$ cat src/rtl/gmii_tx_framer_if.sv
// rtl/gmii_tx_framer_if.sv - byte stream from the transmit FIFO into the GMII framer
interface gmii_tx_framer_if;
  logic       in_valid;
  logic [7:0] in_data;
  logic       in_last;
  logic       in_ready;

  modport master (output in_valid, output in_data, output in_last, input in_ready);
  modport slave  (input in_valid, input in_data, input in_last, output in_ready);
endinterface

$ cat src/rtl/gmii_tx_framer.sv
// rtl/gmii_tx_framer.sv - GMII TX framer: preamble/SFD, padding, IFG; inline FCS when GMII_TX_FCS_EN is defined
module gmii_tx_framer #(
  parameter int PREAMBLE_LEN = 7,
  parameter int MIN_LEN      = 60,
  parameter int IFG_LEN      = 12
) (
  input  logic              phy_gtx_clk,
  input  logic              sys_rst_n,
  gmii_tx_framer_if.slave   s_if,
  output logic              phy_tx_en,
  output logic              phy_tx_er,
  output logic [7:0]        phy_txd,
  output logic              tx_busy,
  output logic              underrun
);

  localparam logic [2:0] S_IDLE = 3'd0;
  localparam logic [2:0] S_PRE  = 3'd1;
  localparam logic [2:0] S_DATA = 3'd2;
  localparam logic [2:0] S_PAD  = 3'd3;
  localparam logic [2:0] S_IFG  = 3'd5;
`ifdef GMII_TX_FCS_EN
  localparam logic [2:0] S_FCS  = 3'd4;
  // state that follows the last payload/pad byte
  localparam logic [2:0] S_POST = S_FCS;
`else
  localparam logic [2:0] S_POST = S_IFG;
`endif

  localparam logic [7:0]  PRE_LAST = 8'(PREAMBLE_LEN - 1);
  localparam logic [7:0]  IFG_LAST = 8'(IFG_LEN - 1);
  localparam logic [11:0] MIN_L    = 12'(MIN_LEN);

  logic [2:0]  state_q, state_d;
  logic [7:0]  cnt_q, cnt_d;
  logic [10:0] byte_cnt_q, byte_cnt_d;
  logic [7:0]  txd_q, txd_d;
  logic        tx_en_q, tx_en_d;
  logic        tx_er_q, tx_er_d;
  logic        underrun_q, underrun_d;

  logic [10:0] byte_inc;
  logic        pad_more;

`ifdef GMII_TX_FCS_EN
  logic [31:0] crc_q, crc_d;

  // one byte of the reflected CRC-32, LSB first
  function automatic logic [31:0] crc_byte(input logic [31:0] c, input logic [7:0] d);
    logic [31:0] r;
    r = c ^ {24'h0, d};
    for (int i = 0; i < 8; i++) begin
      r = r[0] ? ((r >> 1) ^ 32'hEDB88320) : (r >> 1);
    end
    return r;
  endfunction
`endif

  // byte counter saturates at 2047; padding decision uses the unsaturated next count
  assign byte_inc = (byte_cnt_q == 11'h7FF) ? byte_cnt_q : byte_cnt_q + 11'd1;
  assign pad_more = ({1'b0, byte_cnt_q} + 12'd1) < MIN_L;

  // next-state and registered-output decode
  always_comb begin
    state_d    = state_q;
    cnt_d      = cnt_q;
    byte_cnt_d = byte_cnt_q;
    txd_d      = txd_q;
    tx_en_d    = tx_en_q;
    tx_er_d    = 1'b0;
    underrun_d = 1'b0;
`ifdef GMII_TX_FCS_EN
    crc_d      = crc_q;
`endif
    case (state_q)
      S_IDLE: begin
        if (s_if.in_valid) begin
          state_d = S_PRE;
          cnt_d   = 8'd0;
          txd_d   = 8'h55;
          tx_en_d = 1'b1;
        end else begin
          txd_d   = 8'h00;
          tx_en_d = 1'b0;
        end
      end
      S_PRE: begin
        cnt_d   = cnt_q + 8'd1;
        tx_en_d = 1'b1;
        if (cnt_q == PRE_LAST) begin
          txd_d      = 8'hD5;
          byte_cnt_d = 11'd0;
          state_d    = S_DATA;
`ifdef GMII_TX_FCS_EN
          crc_d      = 32'hFFFFFFFF;
`endif
        end else begin
          txd_d = 8'h55;
        end
      end
      S_DATA: begin
        tx_en_d = 1'b1;
        if (s_if.in_valid) begin
          txd_d      = s_if.in_data;
          byte_cnt_d = byte_inc;
`ifdef GMII_TX_FCS_EN
          crc_d      = crc_byte(crc_q, s_if.in_data);
`endif
          if (s_if.in_last) begin
            cnt_d   = 8'd0;
            state_d = pad_more ? S_PAD : S_POST;
          end
        end else begin
          // source starved mid-frame: poison the frame and back off
          tx_er_d    = 1'b1;
          txd_d      = 8'h00;
          underrun_d = 1'b1;
          cnt_d      = 8'd0;
          state_d    = S_IFG;
        end
      end
      S_PAD: begin
        tx_en_d    = 1'b1;
        txd_d      = 8'h00;
        byte_cnt_d = byte_inc;
`ifdef GMII_TX_FCS_EN
        crc_d      = crc_byte(crc_q, 8'h00);
`endif
        if (!pad_more) begin
          cnt_d   = 8'd0;
          state_d = S_POST;
        end
      end
`ifdef GMII_TX_FCS_EN
      S_FCS: begin
        tx_en_d = 1'b1;
        case (cnt_q[1:0])
          2'd0:    txd_d = ~crc_q[7:0];
          2'd1:    txd_d = ~crc_q[15:8];
          2'd2:    txd_d = ~crc_q[23:16];
          default: txd_d = ~crc_q[31:24];
        endcase
        cnt_d = cnt_q + 8'd1;
        if (cnt_q[1:0] == 2'd3) begin
          cnt_d   = 8'd0;
          state_d = S_IFG;
        end
      end
`endif
      S_IFG: begin
        tx_en_d = 1'b0;
        txd_d   = 8'h00;
        cnt_d   = cnt_q + 8'd1;
        if (cnt_q == IFG_LAST) begin
          cnt_d   = 8'd0;
          state_d = S_IDLE;
        end
      end
      default: begin
        state_d = S_IDLE;
        tx_en_d = 1'b0;
        txd_d   = 8'h00;
      end
    endcase
  end

  // state and PHY pin registers, cleared asynchronously
  always_ff @(posedge phy_gtx_clk or negedge sys_rst_n) begin
    if (!sys_rst_n) begin
      state_q    <= S_IDLE;
      cnt_q      <= 8'd0;
      byte_cnt_q <= 11'd0;
      txd_q      <= 8'h00;
      tx_en_q    <= 1'b0;
      tx_er_q    <= 1'b0;
      underrun_q <= 1'b0;
`ifdef GMII_TX_FCS_EN
      crc_q      <= 32'hFFFFFFFF;
`endif
    end else begin
      state_q    <= state_d;
      cnt_q      <= cnt_d;
      byte_cnt_q <= byte_cnt_d;
      txd_q      <= txd_d;
      tx_en_q    <= tx_en_d;
      tx_er_q    <= tx_er_d;
      underrun_q <= underrun_d;
`ifdef GMII_TX_FCS_EN
      crc_q      <= crc_d;
`endif
    end
  end

  assign s_if.in_ready = (state_q == S_DATA);
  assign tx_busy       = (state_q != S_IDLE);
  assign phy_tx_en     = tx_en_q;
  assign phy_tx_er     = tx_er_q;
  assign phy_txd       = txd_q;
  assign underrun      = underrun_q;

endmodule

$ cat src/flat_wrapper.sv
// flat-port wrapper written by rule: the top's interface ports become plain ports
module gmii_tx_framer_flat 
#(
  parameter int PREAMBLE_LEN = 7,
  parameter int MIN_LEN      = 60,
  parameter int IFG_LEN      = 12
)
  (phy_gtx_clk, sys_rst_n, phy_tx_en, phy_tx_er, phy_txd, tx_busy, underrun, s_if_in_valid, s_if_in_data, s_if_in_last, s_if_in_ready);
  gmii_tx_framer_if s_if_i ();
  input  logic phy_gtx_clk;
  input  logic sys_rst_n;
  output logic phy_tx_en;
  output logic phy_tx_er;
  output logic [7:0] phy_txd;
  output logic tx_busy;
  output logic underrun;
  input wire logic [$bits(s_if_i.in_valid)-1:0] s_if_in_valid;
  input wire logic [$bits(s_if_i.in_data)-1:0] s_if_in_data;
  input wire logic [$bits(s_if_i.in_last)-1:0] s_if_in_last;
  output wire logic [$bits(s_if_i.in_ready)-1:0] s_if_in_ready;
  assign s_if_i.in_valid = s_if_in_valid;
  assign s_if_i.in_data = s_if_in_data;
  assign s_if_i.in_last = s_if_in_last;
  assign s_if_in_ready = s_if_i.in_ready;
  gmii_tx_framer #(.PREAMBLE_LEN(PREAMBLE_LEN), .MIN_LEN(MIN_LEN), .IFG_LEN(IFG_LEN)) u_core (.phy_gtx_clk(phy_gtx_clk), .sys_rst_n(sys_rst_n), .s_if(s_if_i), .phy_tx_en(phy_tx_en), .phy_tx_er(phy_tx_er), .phy_txd(phy_txd), .tx_busy(tx_busy), .underrun(underrun));
endmodule
$ cat config.mk
export PLATFORM = sky130hd
export DESIGN_NAME = gmii_tx_framer_flat
export DESIGN_NICKNAME = d
export VERILOG_FILES = /design/src/rtl/gmii_tx_framer_if.sv /design/src/rtl/gmii_tx_framer.sv /design/src/flat_wrapper.sv
export SDC_FILE = /design/constraint.sdc
export NUM_CORES = 1
export LEC_CHECK = 0
export ABC_AREA = 1
export CORE_UTILIZATION = 40
export CTS_CLUSTER_SIZE = 10
export DETAILED_ROUTE_END_ITERATION = 16
export GPL_TIMING_DRIVEN = 0
export HOLD_SLACK_MARGIN = 0.06
export PLACE_DENSITY = 0.64
export SYNTH_ARGS = -nofsm -noshare
export SYNTH_HDL_FRONTEND = slang
export SYNTH_SLANG_ARGS = --single-unit
export TNS_END_PERCENT = 5
$ cat constraint.sdc
create_clock -name phy_gtx_clk -period 1.45 [get_ports phy_gtx_clk]
set_input_delay 0.29 -clock phy_gtx_clk [delete_from_list [all_inputs] [get_ports phy_gtx_clk]]
set_output_delay 0.29 -clock phy_gtx_clk [all_outputs]
set_load 0.01 [all_outputs]
==> After elaboration in Yosys (flattened, before gate mapping) <==
Index checks and enable logic that the tools add are counted.
{ "op_classes": {"n_eq_ne": 13, "mux": 26, "reduce_logical": 8, "add_sub_neg": 3, "n_lt_le_gt_ge": 1} }
{ "ops": {"columns": ["cell", "count"], "rows": [
  ["$mux W8", 7],
  ["$pmux W8 S5", 1],
  ["$mux W11", 3],
  ["$pmux W11 S3", 1],
  ["$pmux W8 S3", 1],
  ["$mux W3", 7],
  ["$pmux W3 S5", 1],
  ["$add A11 B1 Y12 const B", 1],
  ["$lt A12 B6 Y1 const B", 1],
  ["$add A11 B1 Y11 const B", 1],
  ["$eq A11 B11 Y1 const B", 1],
  ["$add A8 B1 Y8 const B", 1],
  ["$eq A8 B3 Y1 const B", 1],
  ["$eq A8 B4 Y1 const B", 1],
  ["$mux W7", 1],
  ["$eq A3 B2 Y1 const B", 2],
  ["$ne A2 B2 Y1 const B", 3],
  ["$reduce_bool A3 Y1", 2],
  ["$reduce_and A5 Y1", 1],
  ["$reduce_bool A5 Y1", 1],
  ["$ne A2 B1 Y1 const B", 2],
  ["$reduce_and A4 Y1", 1],
  ["$eq A3 B1 Y1 const B", 1],
  ["$eq A3 B3 Y1 const B", 1],
  ["6 further kinds", 8]
]} }
{ "word_totals": {"register_bits": 32, "input_bits": 12} }

==> Longest topological paths before layout <==
{ "logic_depth": {"word_depth": 6, "ltp_mapped": 14, "depth_no_buf": 14} }

==> Worst setup path after synthesis <==
Ideal clock, no wire load.
{ "synth_timing": {"path_kind": "flip-flop to flip-flop", "startpoint": "reg u_core.byte_cnt_q[0]", "endpoint": "reg u_core.cnt_q[3]", "arrival_time_ps": 1472, "t_required_ps": 1325, "stages_incl_launch_ff": 14, "synth_period_minus_slack_ps": 1597, "setup_time_ps": 125, "slack_ps": -147, "cell_sequence": "dfrtp_1 -> ha_1 -> nand2_2 -> inv_1 -> nor2_1 -> nand2_1 -> nor2_1 -> nand2_1 -> nand2_1 -> nor2_4 -> nand3_2 -> nand2_2 -> nand2_1 -> o21ai_1"} }
{ "synth_between": {"elab_chain_cells": 4} }
{ "synth_rtl": {"columns": ["item", "line", "text"], "rows": [
  ["start, declared", "gmii_tx_framer.sv:36", "logic [10:0] byte_cnt_q, byte_cnt_d;"],
  ["start signal, assigned", "gmii_tx_framer.sv:183", "byte_cnt_q <= byte_cnt_d;"],
  ["$add A11 B1 Y12", "gmii_tx_framer.sv:61", "assign pad_more = ({1'b0, byte_cnt_q} + 12'd1) < MIN_L;"],
  ["$lt A12 B6 Y1", "gmii_tx_framer.sv:61", null],
  ["$ne A2 B2 Y1 (no line)", null, null],
  ["$reduce_and A4 Y1 (no line)", null, null],
  ["end signal, assigned", "gmii_tx_framer.sv:182", "cnt_q <= cnt_d;"],
  ["end, declared", "gmii_tx_framer.sv:35", "logic [7:0] cnt_q, cnt_d;"]
]} }
Every way passes these cells.
A chain may end at the register's enable or synchronous reset.

==> Worst setup path after layout <==
{ "layout_timing": {"startpoint": "reg u_core.byte_cnt_q[0]", "endpoint": "reg u_core.state_q[2]"} }
{ "layout_between": {"elab_chain_cells": 6, "elab_cells_between_ends": 8, "cone_classes": "1 x add/sub; 1 x order compare; 1 x eq/ne; 4 x mux; 1 x reduce/logical"} }
{ "layout_rtl": {"columns": ["item", "line", "text"], "rows": [
  ["$add A11 B1 Y12 *", "gmii_tx_framer.sv:61", null],
  ["$lt A12 B6 Y1 *", "gmii_tx_framer.sv:61", null],
  ["$mux W3", "gmii_tx_framer.sv:111", "state_d = pad_more ? S_PAD : S_POST;"],
  ["$mux W3", "gmii_tx_framer.sv:109", "if (s_if.in_last) begin"],
  ["$mux W3", "gmii_tx_framer.sv:103", "if (s_if.in_valid) begin"],
  ["$pmux W3 S5", "gmii_tx_framer.sv:75", "case (state_q)"],
  ["end signal, assigned", "gmii_tx_framer.sv:181", "state_q <= state_d;"],
  ["end, declared", "gmii_tx_framer.sv:34", "logic [2:0] state_q, state_d;"]
]} }
Mark *: on every way between the ends. The rest lies on a longest branch, timed or not. The select of a mux whose other input is x is not followed.

==> impl_results.md <==
* Synth cell count leaders: 78 x sky130_fd_sc_hd__nand2_1, 32 x sky130_fd_sc_hd__dfrtp_1, 21 x sky130_fd_sc_hd__nor2_1
* Share of cells above drive strength 1 at 22.26%
* Launching element type of the critical path: register
* Number of clock sinks at 32
* Number of cells produced by synthesis at 235
* Number of primary I/O pins at 25
* Violations in the final reports: setup timing
* RSZ-0062 raised after global routing: true
* Cell area after synthesis at 1809 sq um
* Root buffer cell: sky130_fd_sc_hd__clkbuf_8
* Synth Register Bits at 32
* Ys flop type: sky130_fd_sc_hd__dfrtp_1
* Critical-path maximum fanout at 5
* Count of pins over their slew limit at 0
* Non-Filler Instances at 326
* Crit end category: register
* Sequence of cells on the critical path: ha_4 > nand2_4 > nor2_4 > nand3_2 > nand2_2 > nand2_2 > nor2_4 > nand3_4 > nand2_4 > nand2_1 > nand2_1 > inv_1
* Hold Violations, Final at 0
* Final routed wirelength across all metal layers at 3.860 mm
* Net Count, Synth at 250
* Clock edge transition at the registers on the reported setup and hold paths at 0.07 ns
* Power, Total at 3.621 mW
* Core Area at 4354 sq um
* Top Family by Delay on Critical Path: simple AND/OR/NAND/NOR gates
* Type of the worst min-delay path: in2async
* Relative slew slack at 53.25%
* Via density at 4.779
* Total routing usage reported by global routing at 17.47%
* Hold_buf cts at 0
* Seq/Total Area, Yosys at 44.26%
* Setup Crit Path Kind: reg2reg
* Diodes inserted at 0
* Cell Count Post-Placement at 311
* Most repeated cell in the gate-level netlist after synthesis: sky130_fd_sc_hd__nand2_1
* TritonCTS clock tree: built
* Max-capacitance violation count at 0
* Largest family of logic cells by synthesized area: simple AND/OR/NAND/NOR gates
* Area of the multi-input gates at 980.9 sq um
* Yosys top cell area share at 44.26%
* Mux share of post-synthesis cell area at 0.5533%
* Worst ir drop on vdd at 1.147 mV
* Die height at 69.26 um
* Status: finished with violations
* Fraction of synthesis flops using an asynchronous set or reset pin at 100.0%
* Number of vias after detailed routing at 1,558
* First drt pass iteration count at 4
* Synth warnings at 0
* Arithmetic-cell share of the synthesized area counting full adders, half adders and majority gates at 2.075%
* Min cycle time layout at 1.664 ns
* Arrival time reported for the critical path endpoint at 1.85 ns
* Areal power density over the cells at 1520 nW/um^2
* Total negative slack at -3.145 ns
* Largest net degree at the start of global routing at 33
* Post-placement worst setup slack at -0.3329 ns
* Chip width at 69.26 um
* Number of input and output port buffers inserted at 24
* Number of rows created at floorplan at 24
* Relative area change from synthesis to final layout at 31.67%
* Synthesized area divided by synthesized cell count at 7.699 sq um
* Number of global-route vias before repair at 1,506
* Area taken by flip-flops and latches at 804.5 sq um
* Clock insertion delay at the later pin of the skew report at 0.29 ns
* Wire length of the first global-routing pass at 6.624 mm
* Transition time at the pin with the least slew margin at 0.7013 ns
* WL/cell at 11.84 um
* Sw Pwr at 1.414 mW
* CP Buf/Inv Count at 1
* Cell area after placement at 2112 sq um
* Final GP Congestion at 0.7840
* Part of the total power dissipated in the clock network at 23.1%
* Portion of the clock cycle consumed by the worst path in the final layout at 114.8%
* Internal Dissipation at 2.207 mW
* Number of distinct library cells after synthesis at 30
* Final-report setup violation count at 20
* Basic-gate share of the synthesized area counting and, or, nand and nor cells at 37.41%
* Leading post-synthesis cells by cell area: sky130_fd_sc_hd__dfrtp_1 44%, sky130_fd_sc_hd__nand2_1 16%, sky130_fd_sc_hd__nand3_1 5.3%
* Count of flip-flops with a built-in enable after synthesis at 0
* Synth area leader: sky130_fd_sc_hd__dfrtp_1
* Number of DRC markers after the initial detailed-route iteration at 65
* Remaining antenna violation count after routing at 0
* Die ar. at 4796 sq um
* Final core utilization at 54.71%
* Number of fill cells in the layout at 417
* CTS Buf Count at 5
* Initial core utilization at 41.55%
* Share of total power in sequential cells at 33.1%
* Drt drc at 0
* Final clock skew at 0.007564 ns
* Number of nets in the finished design at 288
* WHS at 0.03828 ns
* Global-route congestion overflow total at 0
* Delay of the slowest cell on the worst path at 0.39 ns
* Half-perimeter wire length of the detailed placement result at 2.731 mm
* Maximum level of the CTS H-tree at 2
* Design Area, Final at 2382 sq um
* Maximum count of clock buffers along a single path at 2
* Final worst setup slack at -0.2143 ns
* Worst endpoint required time at 1.63 ns
* Comb power frac at 43.8%
* Max Fclk at 600.8 MHz
* Switching power share of the total at 39.05%
* Max stage delay cell, worst path: sky130_fd_sc_hd__dfrtp_1
* Number of antenna violations at the first check in global routing at 0
* Area fraction in compound gates after synthesis at 7.607%
* Lkg Pwr at 1.257 nW
* Post-Synth XOR/XNOR Area at 1.452%
-- cells in the final DEF (no fill, tap or decap), types with 7 or more instances in the layout --
master / n
sky130_fd_sc_hd__buf_4: 8
sky130_fd_sc_hd__inv_1: 18
sky130_fd_sc_hd__nand2_1: 75
sky130_fd_sc_hd__dfrtp_1: 29
sky130_fd_sc_hd__nand3_1: 16
sky130_fd_sc_hd__clkdlybuf4s50_1: 10
sky130_fd_sc_hd__inv_2: 7
sky130_fd_sc_hd__nor2_1: 19
sky130_fd_sc_hd__o21ai_1: 7
sky130_fd_sc_hd__nor2_4: 7
sky130_fd_sc_hd__nand2_2: 7
sky130_fd_sc_hd__dlymetal6s2s_1: 8
-- what timing repair did --
item	4_1_cts	5_1_grt
cloned	0	0
endpoints found under the setup margin	27	32
setup buffers	7	0
resized for setup	24	17
pin swaps	12	2
-- sequential cells by signal, summed over array words and instances (netlist names) --
signal	count
u_core.byte_cnt_q	11
u_core.cnt_q	8
u_core.phy_txd	8
u_core.state_q	3
u_core.phy_tx_en	1
u_core.phy_tx_er	1
-- worst paths after layout --
path	from	endpoint	slack (ns)	depth (start not counted)
max in group asynchronous	sys_rst_n	u_core.state_q[0]	0.90	1
min	sys_rst_n	u_core.byte_cnt_q[2]	0.04	1
min reg2reg	u_core.cnt_q[6]	u_core.cnt_q[6]	0.52	2
min in group phy_gtx_clk	u_core.cnt_q[6]	u_core.cnt_q[6]	0.52	2
max reg2reg	u_core.byte_cnt_q[0]	u_core.state_q[2]	-0.21	12
max	u_core.byte_cnt_q[0]	u_core.state_q[2]	-0.21	12
-- per-layer routing --
layer  vias up  share of wire (%)  global-route usage, %
met3         8                2.3                  3.488
met4         0                2.0                  8.844
met5         -                  0                      0
li1        820                  -                      -
met1       715                 47                  22.16
met2        15                 49                  28.26
-- kinds of logic after synthesis --
| group | count (synthesis) |
|---|---|
| flip-flops | 32 |
| multiplexers | 1 |
| XOR/XNOR | 3 |
| AND/OR/NAND/NOR | 143 |
| buffers and inverters | 29 |
| adder cells (fa/ha/maj) | 3 |
| AO/OA/AOI/OAI | 24 |
-- cell type report --
class                   count  share of cell area [%]
flip-flops and latches     32                   33.77
repair buffers             31                   12.71
well taps                  52                   2.731
clock buffers               6                   3.046
multi-input cells         174                   41.18
clock inverters             2                   1.471
plain buffers               3                  0.9454
inverters                  26                   4.149
-- power by group through the flow --
stage | sequential [mW] | clock (mW) | combinational [mW]
CTS | 1.20 | 0.873 | 1.56
floorplan | 1.26 | 0 | 0.914
detailed placement | 1.24 | 0 | 1.43
global route | 1.23 | 0.909 | 1.75
global placement | 1.23 | 0 | 1.42
finish | 1.20 | 0.836 | 1.59
(Power assumes the default switching activity.)
